File: src/rtl/alu_seq_if.sv
// Request/response bundle for alu_seq: operation handshake in, result/flags handshake out.
// The master side drives requests and consumes results; the slave side is the ALU.
interface alu_seq_if #(
   parameter int WIDTH = 4
);
   logic             in_valid;
   logic             in_ready;
   logic [2:0]       op;
   logic [WIDTH-1:0] a;
   logic [WIDTH-1:0] b;
   logic             out_valid;
   logic             out_ready;
   logic [WIDTH-1:0] res;
   logic             zero;
   logic             carry;
   logic             eq;

   modport master (
      output in_valid, op, a, b, out_ready,
      input  in_ready, out_valid, res, zero, carry, eq
   );

   modport slave (
      input  in_valid, op, a, b, out_ready,
      output in_ready, out_valid, res, zero, carry, eq
   );
endinterface

File: src/rtl/alu_seq.sv
// Registered multi-cycle ALU: one op in flight, single-cycle logic/arith,
// bit-serial shifts and shift-add multiply, result plus flags held until consumed.
module alu_seq #(
   parameter  int WIDTH = 4,
   localparam int SHW   = $clog2(WIDTH),
   localparam int CW    = $clog2(WIDTH + 1)
) (
   input logic       clk,
   input logic       rst,
   alu_seq_if.slave  bus
);
   typedef enum logic [1:0] {IDLE, EXEC, DONE} state_t;

   localparam logic [2:0] OP_ADD  = 3'b000;
   localparam logic [2:0] OP_SUB  = 3'b001;
   localparam logic [2:0] OP_NAND = 3'b010;
   localparam logic [2:0] OP_XNOR = 3'b011;
   localparam logic [2:0] OP_SHL  = 3'b100;
   localparam logic [2:0] OP_SHR  = 3'b101;
   localparam logic [2:0] OP_MUL  = 3'b110;

   state_t           state, nxt;
   logic [2:0]       op_r;
   logic [WIDTH-1:0] a_r, b_r;
   logic [WIDTH-1:0] acc, mcand, mplier;
   logic [CW-1:0]    cnt, cnt_init, s_amt;
   logic             shift_en;
   logic             accept, last;
   logic [WIDTH:0]   sum, diff;
   logic [WIDTH-1:0] acc_step, res_n;
   logic             carry_n;

   assign bus.in_ready  = (state == IDLE);
   assign bus.out_valid = (state == DONE);

   // Shift amount folded into 0..WIDTH-1 so non-power-of-two widths stay in range.
   assign s_amt = CW'(int'(bus.b[SHW-1:0]) % WIDTH);

   always_ff @(posedge clk or posedge rst) begin
      if (rst) state <= IDLE;
      else     state <= nxt;
   end

   always_comb begin
      nxt    = state;
      accept = 1'b0;
      last   = 1'b0;
      case (state)
         IDLE: if (bus.in_valid) begin
            accept = 1'b1;
            nxt    = EXEC;
         end
         EXEC: if (cnt == CW'(1)) begin
            last = 1'b1;
            nxt  = DONE;
         end
         DONE: if (bus.out_ready) nxt = IDLE;
         default: nxt = IDLE;
      endcase
   end

   always_comb begin
      cnt_init = CW'(1);
      case (bus.op)
         OP_SHL, OP_SHR: cnt_init = (s_amt == '0) ? CW'(1) : s_amt;
         OP_MUL:         cnt_init = CW'(WIDTH);
         default:        cnt_init = CW'(1);
      endcase
   end

   always_comb begin
      sum      = {1'b0, a_r} + {1'b0, b_r};
      diff     = {1'b0, a_r} - {1'b0, b_r};
      acc_step = acc;
      case (op_r)
         OP_SHL: if (shift_en) acc_step = acc << 1;
         OP_SHR: if (shift_en) acc_step = acc >> 1;
         OP_MUL: if (mplier[0]) acc_step = acc + mcand;
         default: acc_step = acc;
      endcase
      res_n   = '0;
      carry_n = 1'b0;
      case (op_r)
         OP_ADD: begin res_n = sum[WIDTH-1:0];  carry_n = sum[WIDTH];   end
         OP_SUB: begin res_n = diff[WIDTH-1:0]; carry_n = ~diff[WIDTH]; end
         OP_NAND: res_n = ~(a_r & b_r);
         OP_XNOR: res_n = ~(a_r ^ b_r);
         OP_SHL, OP_SHR, OP_MUL: res_n = acc_step;
         default: res_n = '0;
      endcase
   end

   always_ff @(posedge clk or posedge rst) begin
      if (rst) begin
         op_r      <= '0;
         a_r       <= '0;
         b_r       <= '0;
         acc       <= '0;
         mcand     <= '0;
         mplier    <= '0;
         cnt       <= '0;
         shift_en  <= 1'b0;
         bus.res   <= '0;
         bus.zero  <= 1'b0;
         bus.carry <= 1'b0;
         bus.eq    <= 1'b0;
      end else if (accept) begin
         op_r     <= bus.op;
         a_r      <= bus.a;
         b_r      <= bus.b;
         acc      <= (bus.op == OP_MUL) ? '0 : bus.a;
         mcand    <= bus.a;
         mplier   <= bus.b;
         cnt      <= cnt_init;
         shift_en <= (s_amt != '0);
      end else if (state == EXEC) begin
         acc    <= acc_step;
         mcand  <= mcand << 1;
         mplier <= mplier >> 1;
         cnt    <= cnt - CW'(1);
         // Result and flags share the final EXEC edge so they appear with out_valid.
         if (last) begin
            bus.res   <= res_n;
            bus.zero  <= (res_n == '0);
            bus.carry <= carry_n;
            bus.eq    <= (a_r == b_r);
         end
      end
   end
endmodule

File: src/flat_wrapper.sv
// flat-port wrapper written by rule: the top's interface ports become plain ports
module alu_seq_flat 
#(
   parameter  int WIDTH = 4,
   localparam int SHW   = $clog2(WIDTH),
   localparam int CW    = $clog2(WIDTH + 1)
)
  (clk, rst, bus_in_valid, bus_op, bus_a, bus_b, bus_out_ready, bus_in_ready, bus_out_valid, bus_res, bus_zero, bus_carry, bus_eq);
  alu_seq_if #(.WIDTH(WIDTH)) bus_i ();
  input logic clk;
  input logic rst;
  input wire logic [$bits(bus_i.in_valid)-1:0] bus_in_valid;
  input wire logic [$bits(bus_i.op)-1:0] bus_op;
  input wire logic [$bits(bus_i.a)-1:0] bus_a;
  input wire logic [$bits(bus_i.b)-1:0] bus_b;
  input wire logic [$bits(bus_i.out_ready)-1:0] bus_out_ready;
  output wire logic [$bits(bus_i.in_ready)-1:0] bus_in_ready;
  output wire logic [$bits(bus_i.out_valid)-1:0] bus_out_valid;
  output wire logic [$bits(bus_i.res)-1:0] bus_res;
  output wire logic [$bits(bus_i.zero)-1:0] bus_zero;
  output wire logic [$bits(bus_i.carry)-1:0] bus_carry;
  output wire logic [$bits(bus_i.eq)-1:0] bus_eq;
  assign bus_i.in_valid = bus_in_valid;
  assign bus_i.op = bus_op;
  assign bus_i.a = bus_a;
  assign bus_i.b = bus_b;
  assign bus_i.out_ready = bus_out_ready;
  assign bus_in_ready = bus_i.in_ready;
  assign bus_out_valid = bus_i.out_valid;
  assign bus_res = bus_i.res;
  assign bus_zero = bus_i.zero;
  assign bus_carry = bus_i.carry;
  assign bus_eq = bus_i.eq;
  alu_seq #(.WIDTH(WIDTH)) u_core (.clk(clk), .rst(rst), .bus(bus_i));
endmodule
File: config.mk
export PLATFORM = sky130hd
export DESIGN_NAME = alu_seq_flat
export DESIGN_NICKNAME = d
export VERILOG_FILES = /design/src/rtl/alu_seq_if.sv /design/src/rtl/alu_seq.sv /design/src/flat_wrapper.sv
export SDC_FILE = /design/constraint.sdc
export NUM_CORES = 1
export LEC_CHECK = 0
export ABC_AREA = 1
export ABC_CLOCK_PERIOD_IN_PS = 4200
export CORE_UTILIZATION = 55
export DETAILED_ROUTE_END_ITERATION = 10
export PLACE_DENSITY = 0.77
export SLEW_MARGIN = 20
export SYNTH_ARGS = -nofsm -noshare
export SYNTH_HDL_FRONTEND = slang
export SYNTH_SLANG_ARGS = --single-unit
export TNS_END_PERCENT = 100
File: constraint.sdc
create_clock -name clk -period 4.2 [get_ports clk]
set_clock_uncertainty 0.1 [all_clocks]
set_input_delay 0.63 -clock clk [delete_from_list [all_inputs] [get_ports clk]]
set_output_delay 0.63 -clock clk [all_outputs]
set_load 0.005 [all_outputs]
-- Word level (Yosys, flattened, before mapping)
Index checks and enable logic that the tools add are counted.
W data, S select, Z words.
- bitwise logic cells: 6
- reductions and logical operators: 10
- equal/unequal tests: 16
- muxes and demuxes: 25
- add/sub/neg operators: 4
- operators by type and width (cell ; count):
    $mux W4 ; 10
    $pmux W4 S5 ; 1
    $eq A3 B3 Y1 const B ; 6
    $pmux W4 S3 ; 1
    $mux W2 ; 4
    $not A4 Y4 ; 2
    $eq A3 B1 Y1 const B ; 2
    $eq A3 B2 Y1 const B ; 2
    $logic_not A3 Y1 ; 2
    $mux W3 ; 2
    $pmux W2 S3 ; 1
    $pmux W3 S2 ; 1
    $reduce_and A3 Y1 ; 2
    $add A4 B4 Y5 ; 1
    $sub A4 B4 Y5 ; 1
    $add A4 B4 Y4 ; 1
    $and A4 B4 Y4 ; 1
    $eq A4 B4 Y1 ; 1
    $logic_not A4 Y1 ; 1
    $mux W1 ; 4
    $ne A2 B2 Y1 const B ; 2
    $xor A4 B4 Y4 ; 1
    $reduce_bool A3 Y1 ; 1
    $reduce_or A3 Y1 ; 1
    9 further kinds ; 10
- logic and storage cells: 74
- output and inout port bits: 9
- bits in registers: 36

-- Depth between registers and ports, before layout
- depth in word-level cells: 5
- depth in mapped cells: 15
- depth with buffers taken out: 15

-- Worst setup path before layout
OpenSTA, ideal clock, no wires.
- path type: reg2reg
- from: reg u_core.acc[0]
- to: reg u_core.bus.zero
- clock period less this slack: 1.811 ns
- setup time: 0.116 ns
- path buffers: 0
- data arrival time: 1.594 ns
- stages on the path, launching flop included: 12
- setup slack: 2.389 ns
- cells stage by stage: dfrtp_1 > ha_1 > fa_1 > nor2_1 > nor2_1 > nand2_1 > nand2_1 > nor2_1 > nand3_1 > nor2_1 > nand2_1 > nand2_1
- longest elaborated chain between the ends: 5
- elaborated cells on any way between the ends: 7
- those cells by class: add/sub: 1; mux: 5; reduce/logical: 1
- ends and longest elaborated chain (element ; line ; source):
    from (decl) ; alu_seq.sv:25 ; logic [WIDTH-1:0] acc, mcand, mplier;
    from (signal assigned) ; alu_seq.sv:111 ; acc <= (bus.op == OP_MUL) ? '0 : bus.a;
    from (signal assigned) ; alu_seq.sv:117 ; acc <= acc_step;
    $add A4 B4 Y4 ; alu_seq.sv:78 ; OP_MUL: if (mplier[0]) acc_step = acc + mcand;
    $mux W4 ; alu_seq.sv:78 ;
    $pmux W4 S3 (*) ; alu_seq.sv:75 ; case (op_r)
    $pmux W4 S5 (*) ; alu_seq.sv:83 ; case (op_r)
    $logic_not A4 Y1 (*) ; alu_seq.sv:124 ; bus.zero <= (res_n == '0);
    to (signal assigned) ; alu_seq.sv:124 ;
    to (decl) ; alu_seq_if.sv:25 ; output in_ready, out_valid, res, zero, carry, eq
Every way passes the cells marked *; elsewhere a longest branch is shown, timed or not.
A chain may end at the register's enable or synchronous reset.

-- Worst setup path in the final report
- from: in bus_in_valid
- to: reg u_core.acc[1]
- longest elaborated chain between the ends: 3
- elaborated cells on any way between the ends: 4
- those cells by class: mux: 3; reduce/logical: 1
- ends and longest elaborated chain (element ; line ; source):
    from (decl) ; flat_wrapper.sv:12 ; input wire logic [$bits(bus_i.in_valid)-1:0] bus_in_valid;
    $mux W1 (*) ; alu_seq.sv:49 ; IDLE: if (bus.in_valid) begin
    $mux W1 (*) ; alu_seq.sv:48 ; case (state)
    $mux W4 or $reduce_bool A2 Y1 (tied branches) ; - ;
Marked as above.

==> results.toml <==
[synthesis]
synth_edf_count = 0
yosysWarningCount = 0
synth-seq-cells = 36
yosys-top-cells-area = "dfrtp_1, nand2_1, ha_1"
synth_cells = 337
synth_ff_type = "dfrtp_1"
yosys.area.top_type_share_pct = 37.7
synth_cell_type_count = 30
async_flop_share_pct = 100
ys_seq_area_share_pct = 37.7
yosys-top-cells-count = "nand2_1, inv_1, nor2_1, dfrtp_1, nand3_1"
synth.cell_area_sq_mm = 0.00239
yosys.cell_count.top_type = "nand2_1"
synth_largest_area_cell = "dfrtp_1"
syn_nets = 368
avgSynthCellArea_sq_um = 7.09

[clock_tree]
clock_path_buffers = 2
worstSkewPairLatency_ps = 290
tritoncts = "done"
cts_resized = 0
clock_sinks = 36
htree_num_levels = 2
post-cts-setup-buffers = 0
ctsHoldBuffers = 0
path_clk_slew_ps = 80
cts_inserted_buffers = 5
clockRootBuffer = "clkbuf_8"

[power_and_ir_drop]
power_frac_comb_pct = 59.1
swShare_pct = 49.3
ir_drop_mv = 0.404
clkPwrFrac_pct = 11.2
seqPwrFrac_pct = 29.7
leakage_nw = 1.44
p_int_w = 0.00118
p_per_area_mw_per_mm2 = 841
switching_power_w = 0.00115

[sta]
setup_viol = 0
worst_slew_pin_slew_ps = 915
fin_ws_ps = 1730
max_freq_mhz = 405
max_slew_margin_pct = 38.9
post-route-period-util_pct = 58.9
drv_slew = 0
rsz0062_at_grt = "no"
finalHoldViolCount = 0
period_minus_slack_ps = 2470
final.setup.tns_ps = 0

[setup_path]
worstPathMaxFanout = 26
crit_path_top_delay_cell = "nor2_2"
cp_common_cell = "inv_2"
arrival_ps = 2550
required_ps = 4280
cpPeakStageDelay_ps = 420
ff2ff_setup_slack_ps = 1990
end_kind = "register"
cp_cell_sequence = "clkdlybuf4s50_1, nand2_2, inv_2, nor2_2, inv_2, or2_0, a21boi_1"
crit_type = "in -> reg"
worst_setup_path_start_kind = "input pin"

[final_layout]
instances_no_fill = 414
drive_gt1_share_pct = 8.24
syn_to_final_growth_pct = 15.7
nets = 394
antennaDiodeCount = 0
utilization_pct = 67.6
nFillCells = 377
fin_area_sq_mm = 0.00276

[grt]
grt_pass1_vias = 2014
grt_start_max_net_pins = 27
antenna_found_initial = 0
grt_use_total_pct = 27.6
grt_pass1_wl_mm = 9.20
grt_overflow_total = 0

[floorplan]
rows = 23
start_util_pct = 58.5
core-area_sq_mm = 0.00409
io_pins = 24
fp.dieW_um = 67.9
dieHeight_um = 67.9
die_area_sq_mm = 0.00461

[placed_design]
port_buffers = 23
pre_cts_slack_ps = 1450
gp_congestion = 0.997
hpwl_mm = 4.32
dp_cells = 406
detailed_place.area_sq_mm = 0.00267

[run]
cap_violations = 0

[route]
totalWireLength_mm = 5.53
avgRoutedWirePerCell_um = 13.4
route.detailed.drc = 0
drtPass1Iterations = 5
vias = 2248
viasPerCell = 5.43
drt_iter0_markers = 165
final_antenna_net_count = 0

[min_path]
hold_path_class = "reg -> reg"

[run_status]
outcome = "complete, no violations"
[per-stage QoR]
step	hold WS, ps	total power [W]
after global routing	421	0.00258
after global placement	363	0.00202
after floorplan	372	0.00167
after CTS	384	0.00231
final	381	0.00232
after detailed placement	365	0.00205
[state kept, by name, summed over array words and instances (netlist names)]
register and cells:
u_core.b_r 4, u_core.cnt 3, u_core.bus.carry 1, u_core.mplier 4, u_core.acc 4, u_core.bus.res 4
u_core.shift_en 1, u_core.bus.zero 1, u_core.bus.eq 1, u_core.state 2, u_core.a_r 4, u_core.op_r 3
u_core.mcand 4
[power by group through the flow]
stage               clock network (W)  registers [W]  logic, W
finish                       0.000260       0.000691   0.00137
floorplan                           0       0.000649   0.00102
global placement                    0       0.000692   0.00133
global route                 0.000284       0.000717   0.00158
CTS                          0.000267       0.000690   0.00136
detailed placement                  0       0.000697   0.00135
[routing by layer]
layer	wire length, um	part of all wire [%]	global-route usage [%]	vias to the layer above
li1	-	-	-	1127
met1	2630	48	38.4	1022
met2	2460	44	42.8	88
met3	329	5.9	5.33	11
met4	112	2.0	9.38	0
met5	0	0	0	-
[final cells by class]
class                           count  area [sq um]  share of cell area [%]
Multi-Input combinational cell    239          1250                    45.3
Sequential cell                    36           901                    32.6
Timing Repair Buffer               24           238                    8.60
Inverter                           57           214                    7.74
Clock buffer                        6          82.6                    2.99
Tap cell                           50          62.6                    2.26
Clock inverter                      2          15.0                   0.543
[worst paths after layout]
check	cells past startpoint	endpoint	startpoint
setup / recovery	7	u_core.acc[1]	bus_in_valid
hold / removal	2	u_core.bus.zero	u_core.bus.zero
setup reg to reg	7	u_core.acc[1]	u_core.state[1]
hold reg to reg	2	u_core.bus.zero	u_core.bus.zero
max in group asynchronous	3	u_core.a_r[3]	rst
min in group asynchronous	2	u_core.state[1]	rst
[critical path: cells and delay by family]
kind                   cells  cell delay (ps)
AOI/OAI and AO/OA          1              120
buffers and inverters      3              790
and+or+nand+nor            3              990
[cells in the final DEF (no fill, tap or decap)]
master,count
nor2_4,1
clkbuf_8,6
a22oi_1,1
dfrtp_1,36
clkdlybuf4s50_1,23
or2_0,1
inv_1,43
nor2_1,37
o21ai_1,10
nand3b_1,2
o221ai_1,2
xor2_1,1
nand3_1,20
o31ai_1,2
nor3_1,3
nor3_4,1
nand2_1,90
o21ai_0,18
clkinvlp_4,2
buf_4,1
a21oi_1,17
a21boi_1,3
o21a_1,1
o22ai_1,3
a31oi_1,1
nand4_1,2
nor2_2,3
ha_1,13
o211ai_1,2
nand2_2,2
inv_2,14
fa_1,3
[kinds of logic after synthesis]
kind of cell | after synthesis | synth area share [%]
compound gates | 60 | 14.0
xor+xnor | 1 | 0.367
fa+ha+maj | 16 | 9.32
buf+inv | 62 | 9.90
flops | 36 | 37.7
simple gates | 162 | 28.7
Power figures use the tool's default switching activity.
